==> config.mk <==
export PLATFORM = sky130hd
export DESIGN_NAME = fpu_sched
export DESIGN_NICKNAME = d
export VERILOG_FILES = /design/src/rtl/fpu_pkg.sv /design/src/rtl/rr_arb2.sv /design/src/rtl/fpu_sched.sv
export SDC_FILE = /design/constraint.sdc
export NUM_CORES = 1
export LEC_CHECK = 0
export CORE_MARGIN = 4
export CORE_UTILIZATION = 41
export CTS_CLUSTER_SIZE = 30
export DETAILED_ROUTE_END_ITERATION = 7
export GPL_ROUTABILITY_DRIVEN = 0
export PLACE_DENSITY = 0.81
export SLEW_MARGIN = 25
export SYNTH_ARGS = -nofsm -noshare
export SYNTH_HDL_FRONTEND = slang
export SYNTH_HIERARCHICAL = 1
export SYNTH_SLANG_ARGS = --single-unit
==> constraint.sdc <==
create_clock -name CLK -period 2.2 [get_ports CLK]
set_input_delay 0.22 -clock CLK [delete_from_list [all_inputs] [get_ports CLK]]
set_output_delay 0.22 -clock CLK [all_outputs]
set_load 0.01 [all_outputs]
==> src/rtl/fpu_pkg.sv <==
// Shared definitions for the fpu issue scheduler.
// Contents:
//   - the ALUOp codes the shared fpu understands
//   - sched_state_t, the scheduler's state encoding
//   - is_legal_fpu_op / is_cmp_op, which classify an op code
package fpu_pkg;

    localparam logic [3:0] OP_FADD = 4'b0011;
    localparam logic [3:0] OP_FSUB = 4'b0100;
    localparam logic [3:0] OP_FMUL = 4'b1110;
    localparam logic [3:0] OP_FDIV = 4'b1101;
    localparam logic [3:0] OP_FCEQ = 4'b1100;
    localparam logic [3:0] OP_FCLE = 4'b1011;
    localparam logic [3:0] OP_FCLT = 4'b1010;

    typedef enum logic [2:0] {
        IDLE,
        ISSUE,
        WAIT,
        RESP,
        GAP
    } sched_state_t;

    function automatic logic is_legal_fpu_op(input logic [3:0] op);
        case (op)
            OP_FADD, OP_FSUB, OP_FMUL, OP_FDIV,
            OP_FCEQ, OP_FCLE, OP_FCLT: return 1'b1;
            default:                   return 1'b0;
        endcase
    endfunction

    // Compares produce a 0/1 result in the low byte only.
    function automatic logic is_cmp_op(input logic [3:0] op);
        case (op)
            OP_FCEQ, OP_FCLE, OP_FCLT: return 1'b1;
            default:                   return 1'b0;
        endcase
    endfunction

endpackage

==> src/rtl/rr_arb2.sv <==
// Two-way round-robin arbiter with a last-grant register.
// Ports:
//   clk, reset : clock, synchronous active-high reset
//   req        : per-requester request
//   en         : a grant is being taken this cycle; advance rr_last
//   grant      : one-hot grant (zero when nothing requests)
//   idx        : index of the winning requester
// When both request, the one that did not win last time wins. rr_last
// resets to 1 so requester 0 wins the first contested round.
module rr_arb2 (
    input  logic       clk,
    input  logic       reset,
    input  logic [1:0] req,
    input  logic       en,
    output logic [1:0] grant,
    output logic       idx
);

    logic rr_last;

    always_comb begin
        grant = 2'b00;
        if (req == 2'b11) idx = ~rr_last;
        else              idx = req[1];
        if (|req) grant[idx] = 1'b1;
    end

    always_ff @(posedge clk) begin
        if (reset)   rr_last <= 1'b1;
        else if (en) rr_last <= idx;
    end

endmodule

==> src/rtl/fpu_sched.sv <==
// Two-port issue scheduler in front of one shared multi-cycle fpu.
// Ports:
//   CLK, reset           : clock, synchronous active-high reset
//   req_*                : two request ports (valid/ready, op, operands, tag)
//   rsp_*                : tagged response back to the issuing port
//   err_timeout          : sticky watchdog flag, cleared only by reset
//   fpu_distinct/AorF/ALUOp/op1/op2 : start protocol and operands to the fpu
//   fpu_AorF_/result/valid          : completion from the fpu
// Illegal ops are answered with an error without touching the fpu. The
// operands stay on the fpu bus for the whole op because the fpu samples
// them after the start pulse.
module fpu_sched
    import fpu_pkg::*;
#(
    parameter int TAG_W       = 5,
    parameter int TIMEOUT_CYC = 255
) (
    input  logic                  CLK,
    input  logic                  reset,
    input  logic [1:0]            req_valid,
    output logic [1:0]            req_ready,
    input  logic [1:0][3:0]       req_op,
    input  logic [1:0][31:0]      req_a,
    input  logic [1:0][31:0]      req_b,
    input  logic [1:0][TAG_W-1:0] req_tag,
    output logic                  rsp_valid,
    input  logic                  rsp_ready,
    output logic                  rsp_port,
    output logic [TAG_W-1:0]      rsp_tag,
    output logic [31:0]           rsp_data,
    output logic                  rsp_is_fp,
    output logic                  rsp_err,
    output logic                  err_timeout,
    output logic                  fpu_distinct,
    output logic                  fpu_AorF,
    output logic [3:0]            fpu_ALUOp,
    output logic [31:0]           fpu_op1,
    output logic [31:0]           fpu_op2,
    input  logic                  fpu_AorF_,
    input  logic [31:0]           fpu_result,
    input  logic                  fpu_valid
);

    localparam int WD_W = $clog2(TIMEOUT_CYC + 1);

    sched_state_t     state, state_nxt;
    logic [1:0]       grant;
    logic             win;
    logic             accept;
    logic             op_live;
    logic             wd_expired;
    logic [WD_W-1:0]  wd;

    logic [3:0]       h_op;
    logic [31:0]      h_a, h_b;
    logic [TAG_W-1:0] h_tag;
    logic             h_port;

    // Only IDLE exposes the grant, so at most one ready bit is ever high.
    assign accept = (state == IDLE) && (|req_valid);

    rr_arb2 u_arb (
        .clk   (CLK),
        .reset (reset),
        .req   (req_valid),
        .en    (accept),
        .grant (grant),
        .idx   (win)
    );

    // Counter holds the number of WAIT cycles already spent.
    assign wd_expired = (wd == WD_W'(TIMEOUT_CYC - 1));

    always_comb begin
        state_nxt    = state;
        req_ready    = 2'b00;
        rsp_valid    = 1'b0;
        fpu_distinct = 1'b0;
        op_live      = (state == ISSUE) || (state == WAIT);
        case (state)
            IDLE: begin
                req_ready = grant;
                if (accept)
                    state_nxt = is_legal_fpu_op(req_op[win]) ? ISSUE : RESP;
            end
            ISSUE: begin
                fpu_distinct = 1'b1;
                state_nxt    = WAIT;
            end
            WAIT: begin
                if (fpu_valid || wd_expired) state_nxt = RESP;
            end
            RESP: begin
                rsp_valid = 1'b1;
                if (rsp_ready) state_nxt = rsp_err ? IDLE : GAP;
            end
            // fpu returns to idle one cycle after its done pulse.
            GAP:     state_nxt = IDLE;
            default: state_nxt = IDLE;
        endcase
        fpu_AorF  = op_live;
        fpu_ALUOp = op_live ? h_op : 4'h0;
        fpu_op1   = op_live ? h_a  : 32'h0;
        fpu_op2   = op_live ? h_b  : 32'h0;
        rsp_port  = (state == RESP) ? h_port : 1'b0;
        rsp_tag   = (state == RESP) ? h_tag  : '0;
    end

    always_ff @(posedge CLK) begin
        if (reset) begin
            state       <= IDLE;
            h_op        <= 4'h0;
            h_a         <= 32'h0;
            h_b         <= 32'h0;
            h_tag       <= '0;
            h_port      <= 1'b0;
            wd          <= '0;
            rsp_data    <= 32'h0;
            rsp_is_fp   <= 1'b0;
            rsp_err     <= 1'b0;
            err_timeout <= 1'b0;
        end else begin
            state <= state_nxt;
            case (state)
                IDLE: if (accept) begin
                    h_op   <= req_op[win];
                    h_a    <= req_a[win];
                    h_b    <= req_b[win];
                    h_tag  <= req_tag[win];
                    h_port <= win;
                    if (!is_legal_fpu_op(req_op[win])) begin
                        rsp_data  <= 32'h0;
                        rsp_is_fp <= 1'b0;
                        rsp_err   <= 1'b1;
                    end
                end
                ISSUE: wd <= '0;
                WAIT: begin
                    wd <= wd + WD_W'(1);
                    // A done pulse in the last WAIT cycle still wins.
                    if (fpu_valid) begin
                        rsp_data  <= is_cmp_op(h_op) ? {24'h0, fpu_result[7:0]} : fpu_result;
                        rsp_is_fp <= fpu_AorF_;
                        rsp_err   <= 1'b0;
                    end else if (wd_expired) begin
                        rsp_data    <= 32'h0;
                        rsp_is_fp   <= 1'b0;
                        rsp_err     <= 1'b1;
                        err_timeout <= 1'b1;
                    end
                end
                default: ;
            endcase
        end
    end

endmodule

==> run metrics, run 1 <==
Worst VDD drop 0.618 mV; Worst Hold Depth 3; Setup CP Type register to output port; met2 Track Usage GR 42.3%; vias per cell 5.36; Post-synth top flop dfxtp_1; number of global-route vias before repair 6,309; Initial Utilization 42.4%; Async S/R FF share, synth 0%; power density cells 797 mW/mm2; worst-path fanout max 7; Critical Path AT 2.03 ns; clk sinks 121; Most Crowded Layer GR met2; # fillers 1,177; Slew headroom 54.4%; CTS clk-pin slew, worst paths 0.05 ns; CP Cell Sequence or3b_4 -> inv_4 -> nor2_4 -> inv_4 -> buf_12 -> buf_12 -> buf_8 -> buf_6 -> and2_4 -> buf_6; # DRC 0; ANT cells 0; Clock Skews 0.00593 ns; Ports 299; Crit path max-delay family buffers and inverters; syn nets 915; dpl hpwl 15,700 um; worst slew pin tran 0.682 ns; R2R depth 7; total global routing overflow 0; Worst setup SP type register; die area 0.0172 mm2; failing checks negative setup slack; Final Critical Period 2.25 ns; max_cap viols 0; Placement Setup Slack -0.0234 ns; Die Y-Extent 131 um; static leakage 4.24 nW; Synth area leader dfxtp_1; CTS max path bufs 2; RSZ-0062 raised after global routing yes; final core occ 69.6%; first-pass GRT wire length 34,900 um; CTS tree done; largest net degree at the start of global routing 55; Max H-tree Level 4; antenna-violating nets left 0; Initial DRT Pass Iterations 7; Yosys reg bits 121; status finished with violations; GR Util met3 7.00%; top area cells in the synthesized netlist dfxtp_1 (39%), mux2i_1 (12%), a211oi_1 (8.8%); GR Layer Usage met1 30.4%; R2R setup slack 0.38 ns; Max Transition Viols Final 0; count of final setup violators 2; Hold Path Class input pin to register; Crit path depth 10; final hold slack 0.313 ns; Root Buffer clkbuf_16; CP endpoint kind output port; core area 0.0147 mm2; initial drt markers 376; Period Utilization, post-route 102%; row cnt 44; final hold viol count 0; f_max 444 MHz; crit path buf inv count 7; setup ws final -0.0532 ns; top cells by count, synth dfxtp_1 (121), nor2_1 (87), and2_1 (77), a211oi_1 (73), mux2i_1 (73); Seq/Total Area, Yosys 38.8%; Final nets 1,214; Post-Syn Instances 728; P&R area growth vs syn 63.9%; Worst EP required 1.98 ns; die width 131 um; Ys Warns 6; proportion of layout cells with a drive suffix above 1 16.2%; detailed-route via count 6,563; CP max stage delay 0.41 ns; Avg WL per Cell 18.4 um; Avg Inst Size Synth 8.57 um2; CTS buffer count 17; EDFF count, synth 0; slowest CP cell or3b_4; clock insertion delay at the later pin of the skew report 0.42 ns; final total power 8.15 mW; initial antenna violation count 0; WL final 22,500 um; Cell Area, Synth 0.00624 mm2; most frequent cell after synthesis dfxtp_1; share of the synthesized area in the top cell type 38.8%; PortBufs 298; Total Routing Usage GR 24.9%; Yosys cell types 49
-- power breakdown --
part / switching (mW) / leakage, nW / total (mW) / internal, mW
clock network: 1.02 / 0.312 / 2.96 / 1.94
registers: 0.144 / 0.996 / 2.62 / 2.48
logic: 1.23 / 2.93 / 2.56 / 1.33
-- worst register-to-register path, delay by kind of cell (launching register included) --
family                 cells  cell delay, ns
buffers and inverters      3            0.49
DFF                        1            0.32
AOI/OAI and AO/OA          1            0.14
and+or+nand+nor            3            0.80
-- registers in the layout, indices dropped and copies added, names as in the netlist, 3 cells and up --
register and count:
wd 8, h_b 32, h_op 4, rsp_data 32
state 3, h_tag 5, h_a 32
-- layout make-up --
| cell class | instances | area (um2) | share of cell area (%) |
|---|---|---|---|
| sequential | 121 | 2430 | 23.7 |
| inverter | 7 | 31.3 | 0.306 |
| timing repair buffer | 346 | 3370 | 33.0 |
| multi-input combinational | 534 | 3530 | 34.6 |
| tap | 184 | 230 | 2.25 |
| clock inverter | 13 | 175 | 1.71 |
| clock buffer | 19 | 453 | 4.43 |
-- timing repair --
action,in CTS,in global routing
gates cloned,3,0
gates resized for setup,231,55
buffers inserted,8,5
pin swaps,3,5
hold buffers,0,0
endpoints found under the setup margin,77,47
-- per-stage QoR --
step                cells  setup TNS (ns)  area, um2
detailed placement   1178         -0.0234       9520
global route         1224           -1.26      10200
finish               1224          -0.105      10200
CTS                  1220          -0.351      10200
floorplan             728               0       6240
global placement     1178         -0.0120       9520
-- path summary, 6_finish.rpt --
kind          startpoint            to
min reg2reg  err_timeout   err_timeout
max             state[1]  fpu_ALUOp[0]
min                reset      state[1]
max reg2reg     state[2]         wd[7]
-- layout by cell type, fill, tap and decap left out, types with 7 or more instances in the layout --
master,instances
mux2i_1,73
nand2_1,7
nor2b_1,26
buf_4,29
a211oi_1,73
and3_1,10
buf_2,32
clkdlybuf4s15_1,9
and2_4,7
nor3_1,11
clkdlybuf4s50_1,220
dlygate4sd2_1,10
clkbuf_2,12
dfxtp_1,118
nand4_1,26
clkbuf_16,17
o21ai_0,35
nand3_1,53
nor2_1,86
buf_12,15
a21oi_1,18
and2_1,70
buf_6,12
-- routing by layer --
layer / up-vias / share of wire [%] / wire (um)
met2: 254 / 48 / 10900
met1: 3054 / 42 / 9430
li1: 3206 / - / -
met3: 49 / 6.7 / 1510
met5: - / 0 / 0
met4: 0 / 2.9 / 658
-- kinds of logic (layout without fill, tap and decap cells) --
logic type | after synthesis | in the layout | share of synthesized area [%]
buf+inv | 73 | 385 | 5.78
flops | 121 | 121 | 38.8
simple gates | 311 | 311 | 26.6
fa+ha+maj | 2 | 2 | 0.401
mux | 78 | 78 | 12.7
compound gates | 143 | 143 | 15.7
Power figures use the tool's default switching activity.
==> inputs of run 2 (changes only) <==
--- a/config.mk
+++ b/config.mk
@@ -7,7 +7,7 @@
 export LEC_CHECK = 0
 export CORE_MARGIN = 4
 export CORE_UTILIZATION = 41
-export CTS_CLUSTER_SIZE = 30
+export CTS_CLUSTER_SIZE = 40
 export DETAILED_ROUTE_END_ITERATION = 7
 export GPL_ROUTABILITY_DRIVEN = 0
 export PLACE_DENSITY = 0.81
==> results of run 2 <==
Final layout, timing and power as in run 1 (identical DEF).
